**config.mk**
```make
export PLATFORM = sky130hd
export DESIGN_NAME = cache_ctrl_dm
export DESIGN_NICKNAME = d
export VERILOG_FILES = /design/src/rtl/cache_ctrl_dm.sv
export SDC_FILE = /design/constraint.sdc
export NUM_CORES = 1
export LEC_CHECK = 0
export ABC_AREA = 1
export BUFFER_PORTS_ARGS = -buffer_cell sky130_fd_sc_hd__buf_2
export CELL_PAD_IN_SITES_DETAIL_PLACEMENT = 2
export CELL_PAD_IN_SITES_GLOBAL_PLACEMENT = 2
export CORE_MARGIN = 2
export CORE_UTILIZATION = 45
export DETAILED_ROUTE_END_ITERATION = 8
export PLACE_DENSITY = 0.82
export SLEW_MARGIN = 20
export SYNTH_ARGS = -nofsm -noshare
export SYNTH_HDL_FRONTEND = slang
export SYNTH_SLANG_ARGS = --single-unit
export TNS_END_PERCENT = 5
```
**constraint.sdc**
```tcl
create_clock -name clk -period 9.1 [get_ports clk]
set_input_delay 2.73 -clock clk [delete_from_list [all_inputs] [get_ports clk]]
set_output_delay 2.73 -clock clk [all_outputs]
set_load 0.01 [all_outputs]
```
**src/rtl/cache_ctrl_dm.sv**
```systemverilog
// Direct-mapped, write-through, write-allocate cache controller with on-chip tag/valid/data
// storage and an internal memory-latency counter. Optional hit/miss counters: CACHE_STATS_EN.
module cache_ctrl_dm #(
  parameter int AW      = 16,
  parameter int DW      = 16,
  parameter int LINES   = 16,
  parameter int MEM_LAT = 4
) (
  input  logic          clk,
  input  logic          rst_n,
  input  logic          strobe,
  input  logic          rw,
  input  logic [AW-1:0] addr,
  input  logic [DW-1:0] wdata,
  input  logic          flush,
  output logic [DW-1:0] rdata,
  output logic          rdy,
  output logic          busy,
  output logic          mstrobe,
  output logic          mrw,
  output logic [AW-1:0] maddr,
  output logic [DW-1:0] mwdata,
  input  logic [DW-1:0] mrdata
`ifdef CACHE_STATS_EN
  ,
  output logic [15:0]   hit_cnt,
  output logic [15:0]   miss_cnt
`endif
);

  localparam int IW = $clog2(LINES);
  localparam int TW = AW - IW;
  localparam int CW = $clog2(MEM_LAT + 1);

  typedef enum logic [2:0] {
    S_IDLE,
    S_LOOKUP,
    S_MEM_REQ,
    S_MEM_WAIT,
    S_DONE,
    S_FLUSH
  } state_t;

  state_t          state_q, state_d;
  logic            req_rw_q;
  logic [AW-1:0]   req_addr_q;
  logic [DW-1:0]   req_wdata_q;
  logic [CW-1:0]   cnt_q;
  logic [LINES-1:0] valid_q;

  logic [TW-1:0]   tag_mem  [LINES];
  logic [DW-1:0]   data_mem [LINES];

  logic [IW-1:0]   idx;
  logic [TW-1:0]   tag;
  logic            hit;
  logic            read_hit;
  logic            fill;
  logic [DW-1:0]   fill_data;

  assign idx       = req_addr_q[IW-1:0];
  assign tag       = req_addr_q[AW-1:IW];
  assign hit       = valid_q[idx] && (tag_mem[idx] == tag);
  assign read_hit  = !req_rw_q && hit;
  assign fill      = (state_q == S_MEM_WAIT) && (cnt_q == CW'(1));
  assign fill_data = req_rw_q ? req_wdata_q : mrdata;

  // Status strobes decode straight from the state, so an async reset clears them at once.
  assign rdy     = (state_q == S_DONE);
  assign busy    = (state_q != S_IDLE);
  assign mstrobe = (state_q == S_MEM_REQ);

  always_comb begin
    // NOTE: default first so every path assigns state_d and no latch is inferred.
    state_d = state_q;
    case (state_q)
      S_IDLE: begin
        if (flush)       state_d = S_FLUSH;
        else if (strobe) state_d = S_LOOKUP;
      end
      S_LOOKUP:   state_d = read_hit ? S_DONE : S_MEM_REQ;
      S_MEM_REQ:  state_d = S_MEM_WAIT;
      S_MEM_WAIT: if (fill) state_d = S_DONE;
      S_DONE:     state_d = S_IDLE;
      S_FLUSH:    state_d = S_IDLE;
      default:    state_d = S_IDLE;
    endcase
  end

  // NOTE: sequential state uses non-blocking assignments so every register samples pre-edge values.
  always_ff @(posedge clk or negedge rst_n) begin
    if (!rst_n) begin
      state_q     <= S_IDLE;
      req_rw_q    <= 1'b0;
      req_addr_q  <= '0;
      req_wdata_q <= '0;
      cnt_q       <= '0;
      valid_q     <= '0;
      mrw         <= 1'b0;
      maddr       <= '0;
      mwdata      <= '0;
      rdata       <= '0;
    end else begin
      state_q <= state_d;
      if (state_q == S_IDLE && !flush && strobe) begin
        req_rw_q    <= rw;
        req_addr_q  <= addr;
        req_wdata_q <= wdata;
      end
      case (state_q)
        S_LOOKUP: begin
          if (read_hit) begin
            rdata <= data_mem[idx];
          end else begin
            mrw    <= req_rw_q;
            maddr  <= req_addr_q;
            mwdata <= req_wdata_q;
          end
        end
        S_MEM_REQ:  cnt_q <= CW'(MEM_LAT);
        S_MEM_WAIT: begin
          cnt_q <= cnt_q - CW'(1);
          if (fill) begin
            valid_q[idx] <= 1'b1;
            rdata        <= fill_data;
          end
        end
        S_FLUSH:    valid_q <= '0;
        default: ;
      endcase
    end
  end

  // NOTE: tag/data arrays carry no reset; the valid bits alone decide whether a line is usable.
  always_ff @(posedge clk) begin
    if (fill) begin
      tag_mem[idx]  <= tag;
      data_mem[idx] <= fill_data;
    end
  end

`ifdef CACHE_STATS_EN
  always_ff @(posedge clk or negedge rst_n) begin
    if (!rst_n) begin
      hit_cnt  <= '0;
      miss_cnt <= '0;
    end else if (state_q == S_LOOKUP) begin
      if (hit) begin
        if (hit_cnt != 16'hFFFF) hit_cnt <= hit_cnt + 16'd1;
      end else begin
        if (miss_cnt != 16'hFFFF) miss_cnt <= miss_cnt + 16'd1;
      end
    end
  end
`endif

endmodule
```
* Word-level counts from Yosys, hierarchy flattened *
Memory sizes are Yosys's and may differ from the RTL's.
Index checks and enable logic that the tools add are counted.
Widths: inputs -> output; s select.

cells by class
  bitwise logic cells = 2
  reduce and logical (&&, ||, !) cells = 17
  $add $sub $neg = 1
  equal/unequal tests = 10
  $lt $le $gt $ge = 2
  muxes and demuxes = 18

operators with widths
  kind                 count
  $mux 16              4
  $pmux 16 s2          2
  $or 16x16->16        1
  $eq 12x12->1         1
  $mux 3               4
  $pmux 3 s4           1
  $eq 3x1->1 const B   2
  $eq 3x2->1 const B   2
  $eq 3x3->1 const B   2
  $logic_and 1x1->1    6
  $pmux 3 s2           1
  $reduce_and 2->1     3
  $reduce_bool 2->1    3
  $lt 4x5->1 const B   1
  $bmux 1 s4           1
  $demux 1 s4          1
  $ge 4x1->1 const B   1
  $mux 1               4
  $ne 2x2->1 const B   2
  $logic_not 3->1      1
  $ne 3x3->1 const B   1
  $reduce_and 3->1     1
  $reduce_bool 3->1    1
  $sub 3x1->3 const B  1
  2 further kinds      3

word-level totals
  output and inout port bits = 52
  input port bits = 53
  memories = 2
  flip-flop bits (word level) = 104
  memory bits (writable) = 448
  logic and storage cells = 62

memory list
  memory    words  width  read ports  clocked after memory_dff  wr ports  RTL line  source
  data_mem  16     16     1           0                         1         52        logic [DW-1:0] data_mem [LINES];
  tag_mem   16     12     1           0                         1         51        logic [TW-1:0] tag_mem [LINES];

* Depth between registers and ports, before layout *
  depth after elaboration = 7
  mapped depth = 20
  mapped depth without buffers = 17

* Least setup slack after synthesis *
OpenSTA, ideal clock, no wires.

  path kind = reg2reg
  start point = register req_addr_q[1]
  end point = memory data_mem[13][0], enable pin
  setup slack = 5.079 ns
  period minus slack after synthesis = 4.021 ns
  data required time = 8.650 ns
  arrival time = 3.571 ns
  path buffers = 3
  cell stages (with the launch flop) = 7
  setup time = 0.450 ns
  cell sequence = dfrtp_1 buf_2 nor2_1 clkbuf_1 clkbuf_1 inv_1 nor3_1

RTL lines
  element                 RTL line  source
  from (decl)             46        logic [AW-1:0] req_addr_q;
  from (signal assigned)  107       req_addr_q <= addr;
  to (decl)               52

Straight into the memory's write port.

* Final worst setup path *
  start point = register req_addr_q[1]
  end point = register mwdata[4]

on the way
  cells in the longest elaborated chain, start to end = 6
  elaborated cells on any way between the ends = 8
  classes of those cells = 1 x eq/ne; 2 x mux; 1 x bitwise; 3 x reduce/logical; 1 x memory

ends and longest elaborated chain
  element                                             RTL line  source
  $mem_v2 16x12 / $bmux 1 s4 (equally long branches)  --
  $eq 12x12->1 / $mux 1 (equally long branches)       63        assign hit = valid_q[idx] && (tag_mem[idx] == tag);
  $logic_and 1x1->1 (*)                               63
  $logic_and 1x1->1 (*)                               64        assign read_hit = !req_rw_q && hit;
  $not 1->1 (no source line) (*)                      --
  $reduce_and 2->1 (no source line) (*)               --
  to (signal assigned)                                117       mwdata <= req_wdata_q;
  to (decl)                                           22        output logic [DW-1:0] mwdata,

Mark *: on every way between the ends. The rest lies on a longest branch, timed or not. The select of a mux whose other input is x is not followed.
A chain may end at the register's enable or synchronous reset.

==> insert_results.sql <==
INSERT INTO impl_metrics (metric_group, metric, value, unit) VALUES
('floorplanning', 'core_area', '47800', 'um^2'),
('clock_tree', 'cts_inserted_buffers', '58', ''),
('pwr', 'power.clock.fraction', '27.8', '%'),
('place', 'place_hpwl', '45.0', 'mm'),
('clock_tree', 'cts.repair.resized', '0', ''),
('critical_path', 'worst-r2r-setup-slack', '3.98', 'ns'),
('route', 'detail-route-antenna-nets', '0', ''),
('clock_tree', 'longest_clk_path_bufs', '3', ''),
('critical_path', 'critPathSlowestCell', 'buf_4', ''),
('critical_path', 'crit_top_cell', 'nand2_1', ''),
('place', 'port-buffer-count', '104', ''),
('place', 'gpl.final_weighted_congestion', '0.754', ''),
('critical_path', 'cpLargestDelayFamily', 'simple AND/OR/NAND/NOR gates', ''),
('critical_path', 'critPathArrivalTime', '5.56', 'ns'),
('layout', 'drive_gt1_share', '13.8', '%'),
('critical_path', 'slowest_delay', '0.86', 'ns'),
('worst_hold_path', 'holdCritPathClass', 'reg -> reg', ''),
('route', 'drt_drc_violations_left', '0', ''),
('timing', 'clock_skew', '0.0204', 'ns'),
('route', 'route.met3.wl', '5.20', 'mm'),
('route', 'drt_iter0_drc', '1594', ''),
('layout', 'synthToLayoutAreaGrowth', '15.4', '%'),
('floorplanning', 'die_outline_area', '50400', 'um^2'),
('layout', 'antenna_cells', '0', ''),
('clock_tree', 'buffer_cell_driving_the_clock_tree_root', 'clkbuf_16', ''),
('synth', 'dominantRegCellSynth', 'edfxtp_1', ''),
('timing', 'grt_setup_unrepaired', 'false', ''),
('synth', 'synth_cell_type_count', '28', ''),
('synth', 'synth-async-reset-ratio', '18.8', '%'),
('critical_path', 'critical_path.reg2reg.startpoint', 'req_addr_q[1]$_DFFE_PN0P_', ''),
('critical_path', 'setup.worst_path.class', 'reg -> reg', ''),
('synth', 'ys.warnings.count', '0', ''),
('timing', 'tns', '0', 'ns'),
('route', 'avgViaCountPerCell', '6.02', ''),
('critical_path', 'number_of_cell_instances_on_the_worst_register_to_register_path', '17', ''),
('critical_path', 'timing.critical_path.cells', 'buf_4 > inv_2 > nor2_4 > buf_4 > nand2_1 > nand3_1 > nand2_1 > nand2_1 > nor2_1 > nand2_1 > nand2_1 > nor2_1 > nand2_1 > nor2_1 > nand2_1 > nand2_4 > o21ai_0', ''),
('timing', 'slew_viol_final', '0', ''),
('clock_tree', 'clk_transition_reported_paths', '0.06', 'ns'),
('route', 'detailroute.via_count', '15831', ''),
('clock_tree', 'cts.hold.buffers_added', '0', ''),
('global_routing', 'antenna_violations_before_repair', '0', ''),
('timing', 'fmax', '0.195', 'GHz'),
('status', 'status', 'finished, final reports clean', ''),
('pwr', 'power_per_standard_cell_area', '355', 'nW/um^2'),
('route', 'wirelength_met1', '31.5', 'mm'),
('worst_hold_path', 'worstHoldPathCells', '2', ''),
('timing', 'final_setup_fails', '0', ''),
('pwr', 'p_comb_share', '32.7', '%'),
('floorplanning', 'die_y', '224', 'um'),
('timing', 'period_share', '56.3', '%'),
('route', 'detailroute.wirelength.met2', '41.0', 'mm'),
('layout', 'final_net_count', '2021', ''),
('clock_tree', 'cts_sinks', '552', ''),
('global_routing', 'grt_start_max_net_pins', '84', ''),
('floorplanning', 'start_util', '45.7', '%'),
('timing', 'slew_hr', '24.7', '%'),
('critical_path', 'r2r_end', 'mwdata[4]$_DFFE_PN0P_', ''),
('layout', 'filler_cell_count', '4600', ''),
('route', 'wirelength', '80.8', 'mm'),
('clock_tree', 'worstSkewPairLatency', '0.65', 'ns'),
('global_routing', 'grt_pass1_vias', '17396', ''),
('timing', 'timing.final.hold_violations', '0', ''),
('global_routing', 'grt_remaining_overflow', '0', ''),
('clock_tree', 'htree_num_levels', '2', ''),
('worst_hold_path', 'min_delay_worst_endpoint', 'maddr[3]$_DFFE_PN0P_', ''),
('pwr', 'cell_internal_power', '0.00541', 'W'),
('timing', 'hold_slack', '0.497', 'ns'),
('pwr', 'vdd.ir_drop.worst', '213', 'uV'),
('synth', 'synthesized_cell_area', '21900', 'um^2'),
('route', 'top_signal_layer_used', 'met4', ''),
('timing', 'max_slew.worst_pin.slew', '1.13', 'ns');
[power groups by stage]
stage	Combinational, W	Clock, W	Sequential, W
after CTS	0.00290	0.00249	0.00353
final	0.00293	0.00249	0.00354
after global routing	0.00317	0.00260	0.00356
after global placement	0.00259	0	0.00354
after detailed placement	0.00280	0	0.00357
after floorplan	0.00166	0	0.00348
[stage by stage]
stage	worst slack [ns]	power (W)	cells	utilization, %
final	3.98	0.00896	2631	52.7
after global placement	4.54	0.00614	2520	48.6
after CTS	4.02	0.00893	2630	52.7
after global routing	3.69	0.00933	2631	52.7
after detailed placement	4.20	0.00637	2520	48.6
after floorplan	5.08	0.00513	1850	-
[flip-flops by register name, summed over array words and instances (netlist names)]
signal,flops
req_wdata_q,16
state_q,3
req_rw_q,1
valid_q,16
mrw,1
mwdata,16
req_addr_q,16
cnt_q,3
data_mem,256
tag_mem,192
rdata,16
maddr,16
[cell usage in the layout, fill, tap and decap left out, drive strengths merged, types with 2 or more instances in the layout]
master / synthesis / final
nand2: 708 / 708
edfxtp: 448 / 448
buf: 54 / 153
a22oi: 130 / 130
dfrtp: 104 / 104
o21ai: 104 / 104
nor2: 82 / 82
clkbuf: 43 / 81
inv: 63 / 66
nand3: 49 / 49
a21oi: 22 / 22
clkinv: 2 / 22
a41oi: 13 / 13
nor3: 12 / 12
bufinv: 0 / 6
nand4: 4 / 4
a21boi: 3 / 3
or2: 2 / 2
o21ba: 2 / 2
ha: 2 / 2
[cells by family (layout without fill, tap and decap cells)]
group / after synthesis / in the layout / synth area share (%)
AOI/OAI and AO/OA: 276 / 276 / 8.12
adders and majority gates: 2 / 2 / 0.114
buffers and inverters: 162 / 328 / 3.16
DFF: 552 / 552 / 73.4
and+or+nand+nor: 858 / 858 / 15.2
[worst min-delay path: stages, from the launching register on]
cell	delay, ns
dfrtp_1	0.34
nand2_1	0.06
o21ai_1	0.06
[layer usage]
metal / vias to the layer above / global-route usage, %
met1: 8307 / 40.9
met5: - / 0
met3: 178 / 4.68
met2: 690 / 55.3
met4: 0 / 11.3
li1: 6656 / -
[worst max-delay path by stage]
stage | start | end | slack (ns) | cells after the start
2_1_floorplan | req_addr_q[1]$_DFFE_PN0P_ | data_mem[13][0]$_DFFE_PP_ | 5.08 | 6
3_3_place_gp | req_addr_q[1]$_DFFE_PN0P_ | rdata[14]$_DFFE_PN0P_ | 4.54 | 18
3_5_place_dp | req_addr_q[1]$_DFFE_PN0P_ | mrw$_DFFE_PN0P_ | 4.20 | 17
4_1_cts | req_addr_q[1]$_DFFE_PN0P_ | mwdata[4]$_DFFE_PN0P_ | 4.02 | 17
5_1_grt | req_addr_q[1]$_DFFE_PN0P_ | mwdata[4]$_DFFE_PN0P_ | 3.69 | 17
6_report | req_addr_q[1]$_DFFE_PN0P_ | mwdata[4]$_DFFE_PN0P_ | 3.98 | 17
[Yosys cell counts, types with 12 or more instances]
library cell    n  share of area [%]
inv_1          59                1.0
edfxtp_1      448                 62
nand3_1        49                1.1
a21oi_1        22               0.50
nor2_1         82                1.4
o21ai_1        31               0.71
a41oi_1        13               0.52
o21ai_0        73                1.7
nand2_1       707                 12
a22oi_1       130                4.5
dfrtp_1       104                 12
clkbuf_1       43               0.74
buf_4          12               0.41
buf_2          31               0.71
[area by class of cell]
cell class	count	area (um^2)	share of cell area, %
flip-flops and latches	552	16100	63.6
multi-input cells	1136	5310	21.0
clock buffers	81	1630	6.46
repair buffers	153	911	3.61
well taps	615	769	3.05
clock inverters	29	310	1.23
inverters	65	244	0.967
Power figures use the tool's default switching activity.
